`src/rtl/uart_pkg.sv`:
```
`default_nettype none
// +----------------------------------------------------------------------------+
// | Module   : uart_pkg                                                        |
// | Purpose  : Shared types and frame-length helpers for the parametrised      |
// |            UART transmitter (parity modes, FSM states, frame sizing).      |
// | Ports    : none (package)                                                  |
// | Revision : 1.0 - initial parametrised release                              |
// +----------------------------------------------------------------------------+
package uart_pkg;

  typedef enum logic [1:0] {
    PAR_NONE = 2'd0,
    PAR_ODD  = 2'd1,
    PAR_EVEN = 2'd2
  } parity_e;

  typedef enum logic [2:0] {
    ST_IDLE  = 3'd0,
    ST_REQ   = 3'd1,
    ST_START = 3'd2,
    ST_DATA  = 3'd3,
    ST_PAR   = 3'd4,
    ST_STOP  = 3'd5
  } tx_state_e;

  // Wide enough to index up to 9 data bits or 2 stop bits.
  localparam int BIT_CNT_W = 4;

  // Longest legal frame: start + 9 data + parity + 2 stop.
  localparam int MAX_FRAME_BITS = 13;

  // Number of bit periods in one frame.
  function automatic int frame_bits(input int data_w, input int parity, input int stop_bits);
    return 1 + data_w + ((parity != 0) ? 1 : 0) + stop_bits;
  endfunction

endpackage
`default_nettype wire

```
`src/rtl/uart_baud_gen.sv`:
```
`default_nettype none
// +----------------------------------------------------------------------------+
// | Module   : uart_baud_gen                                                   |
// | Purpose  : Bit-period timer. Counts 0..div and wraps; tick marks the last  |
// |            cycle of every bit period.                                      |
// | Ports    : CLK   - system clock                                            |
// |            rst   - synchronous reset, active-high                          |
// |            en    - count enable (counter holds when low)                   |
// |            clear - restart the period at 0 (start-bit entry)               |
// |            div   - bit period minus one, in CLK cycles                     |
// |            tick  - high on the last cycle of a bit period                  |
// | Revision : 1.0 - initial parametrised release                              |
// +----------------------------------------------------------------------------+
module uart_baud_gen #(
  parameter int DIV_W = 16
) (
  input  logic             CLK,
  input  logic             rst,
  input  logic             en,
  input  logic             clear,
  input  logic [DIV_W-1:0] div,
  output logic             tick
);

  logic [DIV_W-1:0] r_cnt;

  always_ff @(posedge CLK) begin
    if (rst) begin
      r_cnt <= '0;
    end else if (clear) begin
      r_cnt <= '0;
    end else if (en) begin
      if (r_cnt == div) begin
        r_cnt <= '0;
      end else begin
        r_cnt <= r_cnt + 1'b1;
      end
    end
  end

  assign tick = en && (r_cnt == div);

endmodule
`default_nettype wire

```
`src/rtl/uart_tx_param.sv`:
```
`default_nettype none
// +----------------------------------------------------------------------------+
// | Module   : uart_tx_param                                                   |
// | Purpose  : Parametrised UART transmitter: configurable data width, parity, |
// |            stop bits, runtime baud divisor, ready/done handshake and       |
// |            optional RTS/CTS flow control.                                  |
// | Ports    : CLK        - system clock                                       |
// |            rst        - synchronous reset, active-high (aborts a frame)    |
// |            en         - global enable; low freezes all state               |
// |            baud_div   - bit period minus one, latched at accept            |
// |            tx_start   - send request, taken when ready is high             |
// |            data       - frame payload, latched at accept                   |
// |            CTS        - clear-to-send from far end                         |
// |            ready      - idle and enabled                                   |
// |            RTS        - request-to-send                                    |
// |            serial_out - TX line, idle high                                 |
// |            done       - pulse on the last cycle of the last stop bit       |
// | Revision : 1.0 - initial parametrised release                              |
// +----------------------------------------------------------------------------+
module uart_tx_param
  import uart_pkg::*;
#(
  parameter int DATA_W    = 8,
  parameter int PARITY    = 0,
  parameter int STOP_BITS = 1,
  parameter int DIV_W     = 16,
  parameter int CTS_EN    = 1
) (
  input  logic              CLK,
  input  logic              rst,
  input  logic              en,
  input  logic [DIV_W-1:0]  baud_div,
  input  logic              tx_start,
  input  logic [DATA_W-1:0] data,
  input  logic              CTS,
  output logic              ready,
  output logic              RTS,
  output logic              serial_out,
  output logic              done
);

  generate
    if ((DATA_W < 5) || (DATA_W > 9) || (PARITY < 0) || (PARITY > 2) ||
        (STOP_BITS < 1) || (STOP_BITS > 2) ||
        (frame_bits(DATA_W, PARITY, STOP_BITS) > MAX_FRAME_BITS)) begin : g_param_check
      $error("uart_tx_param: illegal DATA_W / PARITY / STOP_BITS");
    end
  endgenerate

  localparam logic [BIT_CNT_W-1:0] c_LAST_DATA = BIT_CNT_W'(DATA_W - 1);
  localparam logic [BIT_CNT_W-1:0] c_LAST_STOP = BIT_CNT_W'(STOP_BITS - 1);

  tx_state_e             r_state;
  logic [DATA_W-1:0]     r_shift;
  logic                  r_par;
  logic [DIV_W-1:0]      r_div;
  logic [BIT_CNT_W-1:0]  r_bit_cnt;
  logic                  r_rts;
  logic                  r_line;

  logic                  w_tick;
  logic                  w_busy;
  logic                  w_go_start;
  logic                  w_par;

  // Parity is taken from the payload as it is latched, so later data changes
  // cannot corrupt it.
  assign w_par = (PARITY == int'(PAR_ODD)) ? ~(^data) : (^data);

  assign w_busy = (r_state == ST_START) || (r_state == ST_DATA) ||
                  (r_state == ST_PAR)   || (r_state == ST_STOP);

  // Start-bit entry: straight from IDLE without flow control, else from REQ
  // once CTS is seen. The bit timer restarts here.
  assign w_go_start = en && (((r_state == ST_IDLE) && tx_start && (CTS_EN == 0)) ||
                             ((r_state == ST_REQ) && CTS));

  uart_baud_gen #(
    .DIV_W (DIV_W)
  ) u_baud (
    .CLK   (CLK),
    .rst   (rst),
    .en    (en && w_busy),
    .clear (w_go_start),
    .div   (r_div),
    .tick  (w_tick)
  );

  always_ff @(posedge CLK) begin
    if (rst) begin
      r_state   <= ST_IDLE;
      r_shift   <= '0;
      r_par     <= 1'b0;
      r_div     <= '0;
      r_bit_cnt <= '0;
      r_rts     <= 1'b0;
      r_line    <= 1'b1;
    end else if (en) begin
      case (r_state)
        ST_IDLE: begin
          if (tx_start) begin
            r_shift   <= data;
            r_par     <= w_par;
            r_div     <= baud_div;
            r_bit_cnt <= '0;
            if (CTS_EN != 0) begin
              r_state <= ST_REQ;
              r_rts   <= 1'b1;
            end else begin
              r_state <= ST_START;
              r_line  <= 1'b0;
            end
          end
        end
        ST_REQ: begin
          if (CTS) begin
            r_state <= ST_START;
            r_line  <= 1'b0;
          end
        end
        ST_START: begin
          if (w_tick) begin
            r_state   <= ST_DATA;
            r_line    <= r_shift[0];
            r_shift   <= r_shift >> 1;
            r_bit_cnt <= '0;
          end
        end
        ST_DATA: begin
          if (w_tick) begin
            if (r_bit_cnt == c_LAST_DATA) begin
              r_bit_cnt <= '0;
              if (PARITY != 0) begin
                r_state <= ST_PAR;
                r_line  <= r_par;
              end else begin
                r_state <= ST_STOP;
                r_line  <= 1'b1;
              end
            end else begin
              r_line    <= r_shift[0];
              r_shift   <= r_shift >> 1;
              r_bit_cnt <= r_bit_cnt + 1'b1;
            end
          end
        end
        ST_PAR: begin
          if (w_tick) begin
            r_state   <= ST_STOP;
            r_line    <= 1'b1;
            r_bit_cnt <= '0;
          end
        end
        ST_STOP: begin
          if (w_tick) begin
            if (r_bit_cnt == c_LAST_STOP) begin
              r_state <= ST_IDLE;
              r_rts   <= 1'b0;
            end else begin
              r_bit_cnt <= r_bit_cnt + 1'b1;
            end
          end
        end
        default: begin
          r_state <= ST_IDLE;
          r_rts   <= 1'b0;
          r_line  <= 1'b1;
        end
      endcase
    end
  end

  assign ready      = (r_state == ST_IDLE) && en;
  assign RTS        = r_rts;
  assign serial_out = r_line;
  // Decoded from registered state; w_tick already carries en, so a frozen
  // block never pulses done.
  assign done       = w_tick && (r_state == ST_STOP) && (r_bit_cnt == c_LAST_STOP);

endmodule
`default_nettype wire

```
`config.mk`:
```
export PLATFORM = sky130hd
export DESIGN_NAME = uart_tx_param
export DESIGN_NICKNAME = d
export VERILOG_FILES = /design/src/rtl/uart_pkg.sv /design/src/rtl/uart_baud_gen.sv /design/src/rtl/uart_tx_param.sv
export SDC_FILE = /design/constraint.sdc
export NUM_CORES = 1
export LEC_CHECK = 0
export ABC_AREA = 1
export CAP_MARGIN = 20
export CORE_MARGIN = 2
export CORE_UTILIZATION = 58
export CTS_BUF_LIST = sky130_fd_sc_hd__clkbuf_4 sky130_fd_sc_hd__clkbuf_8
export DETAILED_ROUTE_END_ITERATION = 7
export HOLD_SLACK_MARGIN = 0.05
export PLACE_DENSITY_LB_ADDON = 0.1
export RECOVER_POWER = 50
export SYNTH_ARGS = -nofsm -noshare
export SYNTH_HDL_FRONTEND = slang
export SYNTH_SLANG_ARGS = --single-unit
```
`constraint.sdc`:
```
create_clock -name CLK -period 2.35 [get_ports CLK]
set_clock_uncertainty 0.2 [all_clocks]
set_input_delay 0.3525 -clock CLK [delete_from_list [all_inputs] [get_ports CLK]]
set_output_delay 0.3525 -clock CLK [all_outputs]
set_load 0.02 [all_outputs]
```
==> results of run 1 <==
## Yosys cell counts (3+ instances only)
library cell  count
dfxtp_1          49
nor2_2            3
ha_1              3
nand4_1           5
nor2_1           70
inv_2             5
nand3_1          15
clkbuf_1          5
inv_1            51
nor2_4            4
o21ai_0          30
nand2_1         118
a21oi_1          29
nor3_1            5
nand2_2           7
## cell families (layout without fill, tap and decap cells)
group | Yosys count | after routing | share of synthesized area, %
fa+ha+maj | 3 | 3 | 1.38
compound gates | 70 | 70 | 13.9
buf+inv | 66 | 110 | 9.52
xor+xnor | 2 | 2 | 0.644
simple gates | 237 | 237 | 38.5
flops | 49 | 49 | 36.1
## power by group
group | switching (mW) | internal [mW]
combinational | 0.807 | 0.477
sequential | 0.114 | 0.990
clock | 0.304 | 0.346
## cell type report
class                   count  area share, %
clock inverters             2           1.16
repair buffers             44           12.6
flip-flops and latches     49           30.4
well taps                  52           2.00
multi-input cells         312           44.6
clock buffers               6           2.54
inverters                  58           6.74
## worst paths after layout
| check | startpoint | endpoint | cells after the start |
|---|---|---|---|
| setup / recovery | u_baud.r_cnt[0] | done | 9 |
| hold / removal | r_div[0] | r_div[0] | 2 |
| setup reg to reg | u_baud.r_cnt[0] | u_baud.r_cnt[4] | 11 |
| hold reg to reg | r_div[0] | r_div[0] | 2 |
## worst max-delay path, stage by stage, from the launching register on
cell     delay [ps]
dfxtp_1         400
inv_1            90
nand2_1          60
nand2_1          80
nor2_1           90
nand2_1         100
nor2_4          130
nand3_1         110
nor2_1          100
buf_2           170
## per-layer routing
metal	GRT usage, %	routed length (microns)	vias up
met3	4.17	278	11
met2	45.8	3130	72
li1	-	-	1432
met5	0	0	-
met1	31.6	2910	1233
met4	10.7	116	0
## registers in the layout (all words and copies together), names as in the netlist
register,flops
r_shift,8
r_bit_cnt,4
RTS,1
r_state,3
u_baud.r_cnt,16
serial_out,1
r_div,16
## per-stage QoR
stage	setup TNS (ps)	instance area (sq um)	utilization [%]
6_report	0	3250	73.1
5_1_grt	0	3250	73.1
4_1_cts	0	3290	74.0
3_5_place_dp	-152	3170	71.3
3_3_place_gp	-126	3170	71.3
2_1_floorplan	0	2720	-
## what timing repair did
action,4_1_cts,5_1_grt
endpoints found under the setup margin,2,1
gates resized for setup,4,5
endpoints found under the hold margin,0,0
==> flow_metrics.tcl, run 1 <==
set metrics [dict create \
    worst_pin_slew_ps 750 \
    die_w_microns 72.5 \
    hpwlAfterDp_microns 4690 \
    dr.pass1.iters 5 \
    wire_per_inst_microns 12.3 \
    ys_seq_elements 49 \
    gr-total-overflow 0 \
    dp_cells 515 \
    drcViolationCount 0 \
    yosysWarnings 0 \
    grtUsageTotal_pct 26.0 \
    layout_commonest_cell "nand2_1" \
    finalSetupViolCount 0 \
    synth.area.top_cells "dfxtp_1 (36%), nand2_1 (16%), nor2_1 (9.7%)" \
    insertion_delay_ps 310 \
    cts_buffer_depth 2 \
    p_leak_nw 1.43 \
    yosys.area.top_type "dfxtp_1" \
    antenna_found_initial 0 \
    synth_area_sq_um 2720 \
    regArea_sq_um 986 \
    num_vias 2748 \
    ys.flop_type "dfxtp_1" \
    clkTransAtPathRegs_ps 100 \
    initial_utilization_pct 61.2 \
    grt_max_degree 32 \
    multi_input_area_sq_um 1450 \
    antennaDiodeCount 0 \
    min_period_over_period_pct 93.5 \
    r2r_setup_slack_ps 180 \
    rsz0062_at_grt "false" \
    pre_cts_slack_ps -84.5 \
    coreArea_sq_um 4440 \
    drtIter0Drc 177 \
    hold_buffers 0 \
    finalCriticalPeriod_ps 2200 \
    netlist.area_leader.share_pct 36.1 \
    drtAntennaViolNets 0 \
    synthCells 427 \
    fin_nets 502 \
    status "complete, no violations" \
    yosysSeqAreaShare_pct 36.1 \
    vdd_drop_max_mv 0.559 \
    routed_wirelength_microns 6440 \
    endpoint_kind "output pin" \
    postSynthAreaPerCell_sq_um 6.37 \
    worstSetupPathType "reg -> out" \
    synth_edf_count 0 \
    syn_to_final_growth_pct 19.4 \
    synth_cell_types 37 \
    ios 33 \
    hold_violations 0 \
    grt_pass1_wl_microns 10800 \
    p_per_area_nw_per_um2 935 \
    final_cell_count_no_fill 523 \
    cp.arrival_ps 1640 \
    syn_nets 459 \
    gp_congestion 0.868 \
    max_freq_ghz 0.455 \
    final_cell_mix "nand2_1 (121), nor2_1 (71), inv_1 (52)" \
    crit_required_ps 1800 \
    viasPerCell 5.25 \
    fillCellCount 405 \
    startpoint_type "flop" \
    whs_ps 276 \
    fp.dieArea_sq_um 5250 \
    cts_buffers 5 \
    cts_tree "built" \
    grt_pass1_vias 2594 \
    synthArstFlopShare_pct 0 \
    cts.sinks 49 \
    port_buffers 32 \
    post-cts-setup-buffers 0 \
    cts_root_buf "clkbuf_8" \
    p_total_mw 3.04 \
    maxCapViolations 0 \
    slew_viol_final 0 \
    htree_levels 2 \
    worstHoldPathType "reg -> reg" \
    slew_headroom_pct 49.9 \
    rows 24 \
    worstPathMaxFanout 4 \
    drive_gt1_share_pct 9.13 \
    setup_ws_ps 153 \
    die_h_microns 72.5 \
]
Note: power is estimated with default switching activity, not from simulation.
==> inputs of run 2 (changes only) <==
--- a/config.mk
+++ b/config.mk
@@ -14,6 +14,7 @@
 export HOLD_SLACK_MARGIN = 0.05
 export PLACE_DENSITY_LB_ADDON = 0.1
 export RECOVER_POWER = 50
+export SKIP_CTS_REPAIR_TIMING = 1
 export SYNTH_ARGS = -nofsm -noshare
 export SYNTH_HDL_FRONTEND = slang
 export SYNTH_SLANG_ARGS = --single-unit
==> flow_metrics.tcl, run 2 (same netlist as run 1, synthesis figures left out) <==
set metrics [dict create \
    status "complete, no violations" \
    rows 24 \
    clkTransAtPathRegs_ps 90 \
    reg.largest.list "r_div (16), u_baud.r_cnt (16), r_shift (8)" \
    finalSetupViolCount 0 \
    routed_wirelength_microns 6400 \
    die_h_microns 72.5 \
    fin_nets 502 \
    finalInstanceArea_sq_um 3260 \
    finalCriticalPeriod_ps 2200 \
    cts.sinks 49 \
    whs_ps 273 \
    vdd_drop_max_mv 0.563 \
    p_per_area_nw_per_um2 936 \
    p_leak_nw 1.44 \
    initial_utilization_pct 61.2 \
    cts_tree "built" \
    cts_root_buf "clkbuf_8" \
    insertion_delay_ps 310 \
    slew_viol_final 0 \
    hpwlAfterDp_microns 4690 \
    grt_max_degree 32 \
    wire_per_inst_microns 12.2 \
    layout_commonest_cell "nand2_1" \
    critPathMaxStageDelay_ps 390 \
    worstSetupPathType "reg -> out" \
    ios 33 \
    hold_violations 0 \
    cpMostUsedCell "nand2_1" \
    min_period_over_period_pct 93.4 \
    crit_required_ps 1800 \
    drtAntennaViolNets 0 \
    die_w_microns 72.5 \
    antenna_found_initial 0 \
    coreArea_sq_um 4440 \
    antennaDiodeCount 0 \
    gr-total-overflow 0 \
    num_vias 2759 \
    setup_tns_ps 0 \
    p_total_mw 3.05 \
    final_cell_mix "nand2_1 (122), nor2_1 (71), inv_1 (52)" \
    worstHoldPathType "reg -> reg" \
    endpoint_kind "output pin" \
    cp.arrival_ps 1640 \
    gp_congestion 0.868 \
    grt_pass1_wl_microns 10800 \
    max_freq_ghz 0.456 \
    worstPathCellList "inv_1 -> nand2_1 -> nand2_1 -> nor2_1 -> nand2_1 -> nor2_4 -> nand3_4 -> nor2_1 -> buf_2" \
    worstPathMaxFanout 4 \
    regArea_sq_um 981 \
    dr.pass1.iters 6 \
    slew_headroom_pct 49.1 \
    cts_buffers 5 \
    rsz0062_at_grt "false" \
    drtIter0Drc 167 \
    syn_to_final_growth_pct 19.8 \
    grt_pass1_vias 2594 \
    fp.dieArea_sq_um 5250 \
    fillCellCount 405 \
    maxCapViolations 0 \
    cp.buffers_inverters 2 \
    cts_buffer_depth 2 \
    grtUsageTotal_pct 26.0 \
    crit_family "simple AND/OR/NAND/NOR gates" \
    placed_area_sq_um 3170 \
    htree_levels 2 \
    port_buffers 32 \
    drcViolationCount 0 \
    worst_pin_slew_ps 762 \
    startpoint_type "flop" \
    viasPerCell 5.28 \
    slowest_stage "dfxtp_1" \
    multi_input_area_sq_um 1460 \
    drive_gt1_share_pct 8.49 \
]
[run 2: worst min-delay path: stages, from the launching register on]
cell	delay, ps
dfxtp_1	320
nand2_1	60
a21oi_1	50
[run 2: path summary, 6_finish.rpt]
path,slack (ps),start,cells past startpoint,to
setup reg to reg,210,u_baud.r_cnt[3],11,u_baud.r_cnt[4]
hold reg to reg,270,r_shift[7],2,r_shift[7]
hold / removal,270,r_shift[7],2,r_shift[7]
setup / recovery,150,u_baud.r_cnt[3],9,done
[run 2: per-stage QoR]
step           std cells  setup slack [ps]  utilization [%]
2_1_floorplan        427               484                -
3_3_place_gp         515             -77.2             71.3
3_5_place_dp         515             -84.5             71.3
4_1_cts              523              -316             74.0
5_1_grt              523              15.2             73.3
6_report             523               155             73.3
[run 2: area by class of cell]
cell class              count  area share [%]
flip-flops and latches     49            30.1
clock inverters             2            1.15
inverters                  58            6.72
well taps                  52            2.00
repair buffers             44            12.8
clock buffers               6            2.53
multi-input cells         312            44.7
[run 2: where the power goes]
part	leakage (nW)	switching, mW	internal, mW
Combinational	0.985	0.816	0.483
Clock	0.0574	0.300	0.346
Sequential	0.399	0.114	0.990
[run 2: metal layers]
layer | share of wire [%] | GRT usage (%) | routed length [microns]
met5 | 0 | 0 | 0
met3 | 3.9 | 4.17 | 252
met2 | 49 | 45.7 | 3140
met4 | 1.8 | 10.7 | 116
met1 | 45 | 31.5 | 2890
